--- src/rtl/frame_sequencer_if.sv ---
// GPU / back-buffer bus seen by the frame sequencer.
// The master side is the sequencer: it takes the GPU request lines and drives
// the GPU start request plus the write port of the back buffer. The slave side
// is the GPU / frame-buffer environment.
interface frame_sequencer_if;
    logic       gpu_done;
    logic [9:0] gpu_x;
    logic [9:0] gpu_y;
    logic [3:0] gpu_data;
    logic       gpu_we;
    logic       gpu_start;
    logic [9:0] fb_x;
    logic [9:0] fb_y;
    logic [3:0] fb_data;
    logic       fb_we;

    modport master (
        input  gpu_done, gpu_x, gpu_y, gpu_data, gpu_we,
        output gpu_start, fb_x, fb_y, fb_data, fb_we
    );

    modport slave (
        output gpu_done, gpu_x, gpu_y, gpu_data, gpu_we,
        input  gpu_start, fb_x, fb_y, fb_data, fb_we
    );
endinterface

--- src/rtl/frame_sequencer.sv ---
// Frame sequencer for the double-buffered frame store.
// Per frame: optionally clear the back buffer, start the GPU, wait for the GPU
// to finish, then swap buffers on the next vsync rising edge.
// Optional feature macro: FRAME_SEQ_CLEAR_EN (defined = clear sweep present,
// reset state CLEAR; undefined = no clear sweep, reset state START).
//
// state      | meaning
// -----------+-----------------------------------------------------------
// ST_CLEAR   | sweep CLEAR_COLOR over the back buffer, row-major
// ST_START   | gpu_start high until the GPU reports busy (gpu_done==0)
// ST_RENDER  | GPU writes pass straight through; wait for gpu_done==1
// ST_WAIT_VS | writes blocked; swap buffers on the next vsync rising edge
module frame_sequencer #(
    parameter int FB_WIDTH    = 320,
    parameter int FB_HEIGHT   = 240,
    parameter int CLEAR_COLOR = 'h0
) (
    input  logic                clk,
    input  logic                reset,
    input  logic                vga_vs,
    frame_sequencer_if.master   bus,
    output logic                write_buffer_sel,
    output logic [15:0]         frame_count,
    output logic [7:0]          missed_vsync
);

    // Reject parameter values that cannot fit the 10-bit coordinates or 4-bit pixels.
    if (FB_WIDTH < 1 || FB_WIDTH > 1024 || FB_HEIGHT < 1 || FB_HEIGHT > 1024 ||
        CLEAR_COLOR < 0 || CLEAR_COLOR > 15) begin : g_param_check
        $error("frame_sequencer: parameter out of range");
    end

    typedef enum logic [1:0] {
`ifdef FRAME_SEQ_CLEAR_EN
        ST_CLEAR   = 2'd0,
`endif
        ST_START   = 2'd1,
        ST_RENDER  = 2'd2,
        ST_WAIT_VS = 2'd3
    } state_t;

    state_t state;

    logic vs_sync1;
    logic vs_sync2;
    logic vs_sync3;
    logic vs_rise;

`ifdef FRAME_SEQ_CLEAR_EN
    localparam logic [9:0] X_LAST = 10'(FB_WIDTH - 1);
    localparam logic [9:0] Y_LAST = 10'(FB_HEIGHT - 1);

    logic [9:0] clr_x;
    logic [9:0] clr_y;
`endif

    // Bring vsync into the clk domain and detect its rising edge.
    always_ff @(posedge clk) begin
        if (!reset) begin
            vs_sync1 <= 1'b0;
            vs_sync2 <= 1'b0;
            vs_sync3 <= 1'b0;
        end else begin
            vs_sync1 <= vga_vs;
            vs_sync2 <= vs_sync1;
            vs_sync3 <= vs_sync2;
        end
    end

    assign vs_rise = vs_sync2 & ~vs_sync3;

    // Sequencer FSM with registered gpu_start, buffer select and counters.
    always_ff @(posedge clk) begin
        if (!reset) begin
`ifdef FRAME_SEQ_CLEAR_EN
            state <= ST_CLEAR;
            clr_x <= 10'd0;
            clr_y <= 10'd0;
`else
            state <= ST_START;
`endif
            bus.gpu_start    <= 1'b0;
            write_buffer_sel <= 1'b0;
            frame_count      <= 16'd0;
            missed_vsync     <= 8'd0;
        end else begin
            // A vsync edge anywhere but WAIT_VS means this frame missed its slot.
            if (vs_rise && state != ST_WAIT_VS && missed_vsync != 8'hFF)
                missed_vsync <= missed_vsync + 8'd1;

            case (state)
`ifdef FRAME_SEQ_CLEAR_EN
                ST_CLEAR: begin
                    if (clr_x == X_LAST) begin
                        clr_x <= 10'd0;
                        if (clr_y == Y_LAST) begin
                            clr_y         <= 10'd0;
                            state         <= ST_START;
                            bus.gpu_start <= 1'b1;
                        end else begin
                            clr_y <= clr_y + 10'd1;
                        end
                    end else begin
                        clr_x <= clr_x + 10'd1;
                    end
                end
`endif
                ST_START: begin
                    if (!bus.gpu_done) begin
                        bus.gpu_start <= 1'b0;
                        state         <= ST_RENDER;
                    end else begin
                        bus.gpu_start <= 1'b1;
                    end
                end
                ST_RENDER: begin
                    if (bus.gpu_done)
                        state <= ST_WAIT_VS;
                end
                ST_WAIT_VS: begin
                    // The toggle lands with the state change, so the next
                    // frame's first write already targets the new back buffer.
                    if (vs_rise) begin
                        write_buffer_sel <= ~write_buffer_sel;
                        frame_count      <= frame_count + 16'd1;
`ifdef FRAME_SEQ_CLEAR_EN
                        state            <= ST_CLEAR;
`else
                        state            <= ST_START;
                        bus.gpu_start    <= 1'b1;
`endif
                    end
                end
                default: begin
`ifdef FRAME_SEQ_CLEAR_EN
                    state <= ST_CLEAR;
`else
                    state <= ST_START;
`endif
                end
            endcase
        end
    end

    // Back-buffer write port: clear sweep, GPU pass-through, or blocked.
    always_comb begin
        bus.fb_x    = 10'd0;
        bus.fb_y    = 10'd0;
        bus.fb_data = 4'd0;
        bus.fb_we   = 1'b0;
        case (state)
`ifdef FRAME_SEQ_CLEAR_EN
            ST_CLEAR: begin
                bus.fb_x    = clr_x;
                bus.fb_y    = clr_y;
                bus.fb_data = 4'(CLEAR_COLOR);
                bus.fb_we   = 1'b1;
            end
`endif
            ST_START, ST_RENDER: begin
                bus.fb_x    = bus.gpu_x;
                bus.fb_y    = bus.gpu_y;
                bus.fb_data = bus.gpu_data;
                bus.fb_we   = bus.gpu_we;
            end
            default: begin
                bus.fb_we = 1'b0;
            end
        endcase
    end

endmodule

--- src/flat_wrapper.sv ---
// flat-port wrapper written by rule: the top's interface ports become plain ports
module frame_sequencer_flat 
#(
    parameter int FB_WIDTH    = 320,
    parameter int FB_HEIGHT   = 240,
    parameter int CLEAR_COLOR = 'h0
)
  (clk, reset, vga_vs, write_buffer_sel, frame_count, missed_vsync, bus_gpu_done, bus_gpu_x, bus_gpu_y, bus_gpu_data, bus_gpu_we, bus_gpu_start, bus_fb_x, bus_fb_y, bus_fb_data, bus_fb_we);
  frame_sequencer_if bus_i ();
  input  logic clk;
  input  logic reset;
  input  logic vga_vs;
  output logic write_buffer_sel;
  output logic [15:0] frame_count;
  output logic [7:0] missed_vsync;
  input wire logic [$bits(bus_i.gpu_done)-1:0] bus_gpu_done;
  input wire logic [$bits(bus_i.gpu_x)-1:0] bus_gpu_x;
  input wire logic [$bits(bus_i.gpu_y)-1:0] bus_gpu_y;
  input wire logic [$bits(bus_i.gpu_data)-1:0] bus_gpu_data;
  input wire logic [$bits(bus_i.gpu_we)-1:0] bus_gpu_we;
  output wire logic [$bits(bus_i.gpu_start)-1:0] bus_gpu_start;
  output wire logic [$bits(bus_i.fb_x)-1:0] bus_fb_x;
  output wire logic [$bits(bus_i.fb_y)-1:0] bus_fb_y;
  output wire logic [$bits(bus_i.fb_data)-1:0] bus_fb_data;
  output wire logic [$bits(bus_i.fb_we)-1:0] bus_fb_we;
  assign bus_i.gpu_done = bus_gpu_done;
  assign bus_i.gpu_x = bus_gpu_x;
  assign bus_i.gpu_y = bus_gpu_y;
  assign bus_i.gpu_data = bus_gpu_data;
  assign bus_i.gpu_we = bus_gpu_we;
  assign bus_gpu_start = bus_i.gpu_start;
  assign bus_fb_x = bus_i.fb_x;
  assign bus_fb_y = bus_i.fb_y;
  assign bus_fb_data = bus_i.fb_data;
  assign bus_fb_we = bus_i.fb_we;
  frame_sequencer #(.FB_WIDTH(FB_WIDTH), .FB_HEIGHT(FB_HEIGHT), .CLEAR_COLOR(CLEAR_COLOR)) u_core (.clk(clk), .reset(reset), .vga_vs(vga_vs), .bus(bus_i), .write_buffer_sel(write_buffer_sel), .frame_count(frame_count), .missed_vsync(missed_vsync));
endmodule
--- config.mk ---
export PLATFORM = sky130hd
export DESIGN_NAME = frame_sequencer_flat
export DESIGN_NICKNAME = d
export VERILOG_FILES = /design/src/rtl/frame_sequencer_if.sv /design/src/rtl/frame_sequencer.sv /design/src/flat_wrapper.sv
export SDC_FILE = /design/constraint.sdc
export NUM_CORES = 1
export LEC_CHECK = 0
export ABC_AREA = 1
export BUFFER_PORTS_ARGS = -buffer_cell sky130_fd_sc_hd__buf_2
export CORE_ASPECT_RATIO = 1.4
export CORE_MARGIN = 10
export CORE_UTILIZATION = 42
export CTS_CLUSTER_DIAMETER = 120
export DETAILED_ROUTE_END_ITERATION = 6
export HOLD_SLACK_MARGIN = 0.02
export PLACE_DENSITY = 0.76
export SYNTH_ARGS = -nofsm -noshare
export SYNTH_HDL_FRONTEND = slang
export SYNTH_SLANG_ARGS = --single-unit
--- constraint.sdc ---
create_clock -name clk -period 1.6 [get_ports clk]
set_clock_uncertainty 0.15 [all_clocks]
set_input_delay 0.24 -clock clk [delete_from_list [all_inputs] [get_ports clk]]
set_output_delay 0.24 -clock clk [all_outputs]
set_load 0.01 [all_outputs]
==> impl_metrics.yaml <==
status:
  status: "finished, violations left"
  violations: "setup timing"
global_route:
  track_usage_pct: 13.7
  grt_max_degree: 20
  grt_pass1_wl_mm: 7.79
  grt.overflow.total: 0
  grt_pass1_vias: 1965
  antenna_found_initial: 0
layout:
  antenna_cells: 0
  most-common-layout-cells: "buf_2 (78), inv_1 (51), nor2_1 (48)"
  multi_input_area_sq_um: 962
  n_fill_cell: 339
  final_nets: 398
  regArea_sq_um: 624
  syn2layout_area_growth_pct: 48.4
  drive_gt1_share_pct: 38.2
  fin_area_sq_um: 2530
  final_common_cell: "buf_2"
hold_path:
  min_from: "bus_gpu_done"
  hold_end: "u_core.bus.gpu_start$_SDFFE_PN0P_"
  hold_class: "input port to flop"
  hold_depth: 5
setup_path:
  critPathSlowestCell: "dfxtp_2"
  r2r_end: "u_core.frame_count[9]$_SDFFE_PN0P_"
  slowest_delay_ns: 0.34
  cp-end-kind: "output pin"
  cp_max_fo: 13
  rr_worst_depth: 10
  crit_cells: 5
  critPathLaunchType: "flop"
  worstSetupPathType: "flop to output pin"
  r2r_setup_slack_ns: -0.10
  critPathArrivalTime_ns: 1.32
  critical_path_required_ns: 1.21
  crit_family: "flip-flops"
  critPathBufInv: 3
  path_cells: "inv_2, ha_4, buf_12, nor2_1, buf_2"
  timing.rr.start: "u_core.state[0]$_SDFFE_PN1P_"
sta:
  max_freq_mhz: 584
  fin_ws_ns: -0.112
  rsz0062_at_grt: "true"
  setup_violations: 34
  hold_viol_final: 0
  period_share_pct: 107
  slew_violations: 0
  fin_crit_ns: 1.71
  max_slew_margin_pct: 72.3
  fin_tns_setup_ns: -2.79
  tightest_slew_ns: 0.415
floorplan:
  rows: 27
  die_h_um: 95.5
  fp.coreArea_sq_um: 3920
  design.die.area_sq_um: 7050
  num_io_pins: 80
  die_x_um: 73.9
  start_util_pct: 43.6
cts:
  clk_latency_ns: 0.28
  cts_buffers: 5
  htreeDepth: 2
  clk_path_buf_depth: 2
  cts_tree: "yes"
  clock_sinks: 31
  clockRootBuffer: "clkbuf_8"
  path_clk_slew_ns: 0.06
routing:
  vias_per_cell: 4.71
  drt_first_pass_iters: 4
  wl_per_cell_um: 12.3
  wl_mm: 5.03
  vias: 1916
  drc_errors: 0
  detail-route-antenna-nets: 0
  drt_iter0_markers: 69
yosys:
  netlist_instances: 265
  ys_ff_latch: 31
  syn-num-nets: 300
  yosys-top-cells-area: "dfxtp_1 (36%), nor2_1 (14%), inv_1 (11%), nand2_1 (11%), ha_1 (4.4%)"
  avgSynthCellArea_sq_um: 6.44
  netlist.area_leader.share_pct: 36.3
  yosysSeqAreaShare_pct: 36.3
  synthesis.area_sq_um: 1710
  ys_types: 21
  yosysWarnings: 0
  synth_top_area_cell: "dfxtp_1"
power:
  ir_worst_vdd_mv: 1.38
  p_leak_nw: 1.34
  finalPower_mw: 3.29
  pwr_density_cell_nw_per_um2: 1300
placement:
  dpl_cell_area_sq_um: 2200
  io_buffers: 79
  gp_congestion: 0.804
  dp_hpwl_mm: 3.76
run:
  maxCapViolations: 0
==> through the flow <==
step	setup WS, ns	util, %	cells	hold slack, ns
5_1_grt	-0.178	64.7	407	0.229
3_5_place_dp	-0.000389	56.1	389	0.257
3_3_place_gp	0.00402	56.1	389	0.245
4_1_cts	-0.0984	61.5	402	0.198
6_report	-0.112	64.7	407	0.205
2_1_floorplan	-0.0209	-	265	0.188
==> cells in the mapped netlist <==
cell	instances
inv_1	52
nand2_2	2
dfxtp_1	31
o21ai_0	9
nand4_1	4
nand3_4	1
nand3_1	8
nand2_1	51
a21oi_1	12
nor2_4	2
nor2_1	62
inv_2	1
o21a_1	1
buf_6	1
o21bai_1	2
ha_1	6
nand3_2	2
o211ai_1	1
clkbuf_1	5
nor3_1	5
xor2_1	7
==> cell type report <==
type | count | share of cell area [%]
well taps | 43 | 2.12
clock buffers | 8 | 3.95
flip-flops and latches | 31 | 24.6
repair buffers | 97 | 23.3
multi-input cells | 175 | 38.0
inverters | 53 | 8.05
==> registers in the layout, indices dropped and copies added, names as in the netlist <==
signal	flops
u_core.bus.gpu_start	1
u_core.frame_count	16
u_core.missed_vsync	8
u_core.state	2
u_core.vs_sync1	1
u_core.vs_sync2	1
u_core.vs_sync3	1
u_core.write_buffer_sel	1
==> cells by family (layout without fill, tap and decap cells) <==
| family | after synthesis | in the layout | share of synthesized area (%) |
|---|---|---|---|
| xor gates and xnor gates | 7 | 7 | 3.59 |
| AOI/OAI and AO/OA | 25 | 25 | 7.91 |
| DFF | 31 | 31 | 36.3 |
| adders and majority gates | 6 | 6 | 4.40 |
| and+or+nand+nor | 137 | 137 | 34.4 |
| buffers and inverters | 59 | 158 | 13.4 |
==> how the worst max path moves through the flow <==
stage,from,end,slack [ns]
2_1_floorplan,u_core.state[0]$_SDFFE_PN1P_,bus_fb_data[0],-0.02
3_3_place_gp,u_core.state[0]$_SDFFE_PN1P_,bus_fb_x[4],0.004
3_5_place_dp,u_core.state[0]$_SDFFE_PN1P_,u_core.frame_count[7]$_SDFFE_PN0P_,-0.0004
4_1_cts,u_core.state[0]$_SDFFE_PN1P_,bus_fb_we,-0.1
5_1_grt,u_core.state[0]$_SDFFE_PN1P_,u_core.frame_count[9]$_SDFFE_PN0P_,-0.18
6_report,u_core.state[0]$_SDFFE_PN1P_,bus_fb_x[7],-0.11
==> worst register-to-register path: cells and delay by family (launching register included) <==
family	cells	cell delay (ns)
buf+inv	2	0.21
simple gates	7	0.70
flops	1	0.34
fa+ha+maj	1	0.18
==> what timing repair did <==
item | 4_1_cts | 5_1_grt
hold endpoints to repair | 1 | 0
resized for setup | 15 | 30
pin swaps | 7 | 8
cloned | 1 | 0
setup endpoints to repair | 29 | 42
buffers inserted | 4 | 5
hold buffers | 1 | 0
==> per-layer routing <==
layer  wire length [um]  part of all wire (%)  vias up  GRT usage, %
li1                   -                     -      997             -
met1               1870                    37      831          11.6
met2               2440                    49       82          24.4
met3                642                    13        6          8.63
met4                 78                   1.6        0          6.23
met5                  0                     0        -             0
==> power breakdown <==
group          leakage [nW]  internal (mW)  switching, mW
combinational          1.04          0.866          0.877
clock                0.0515          0.392          0.288
sequential            0.252          0.825         0.0437
Power figures use the tool's default switching activity.
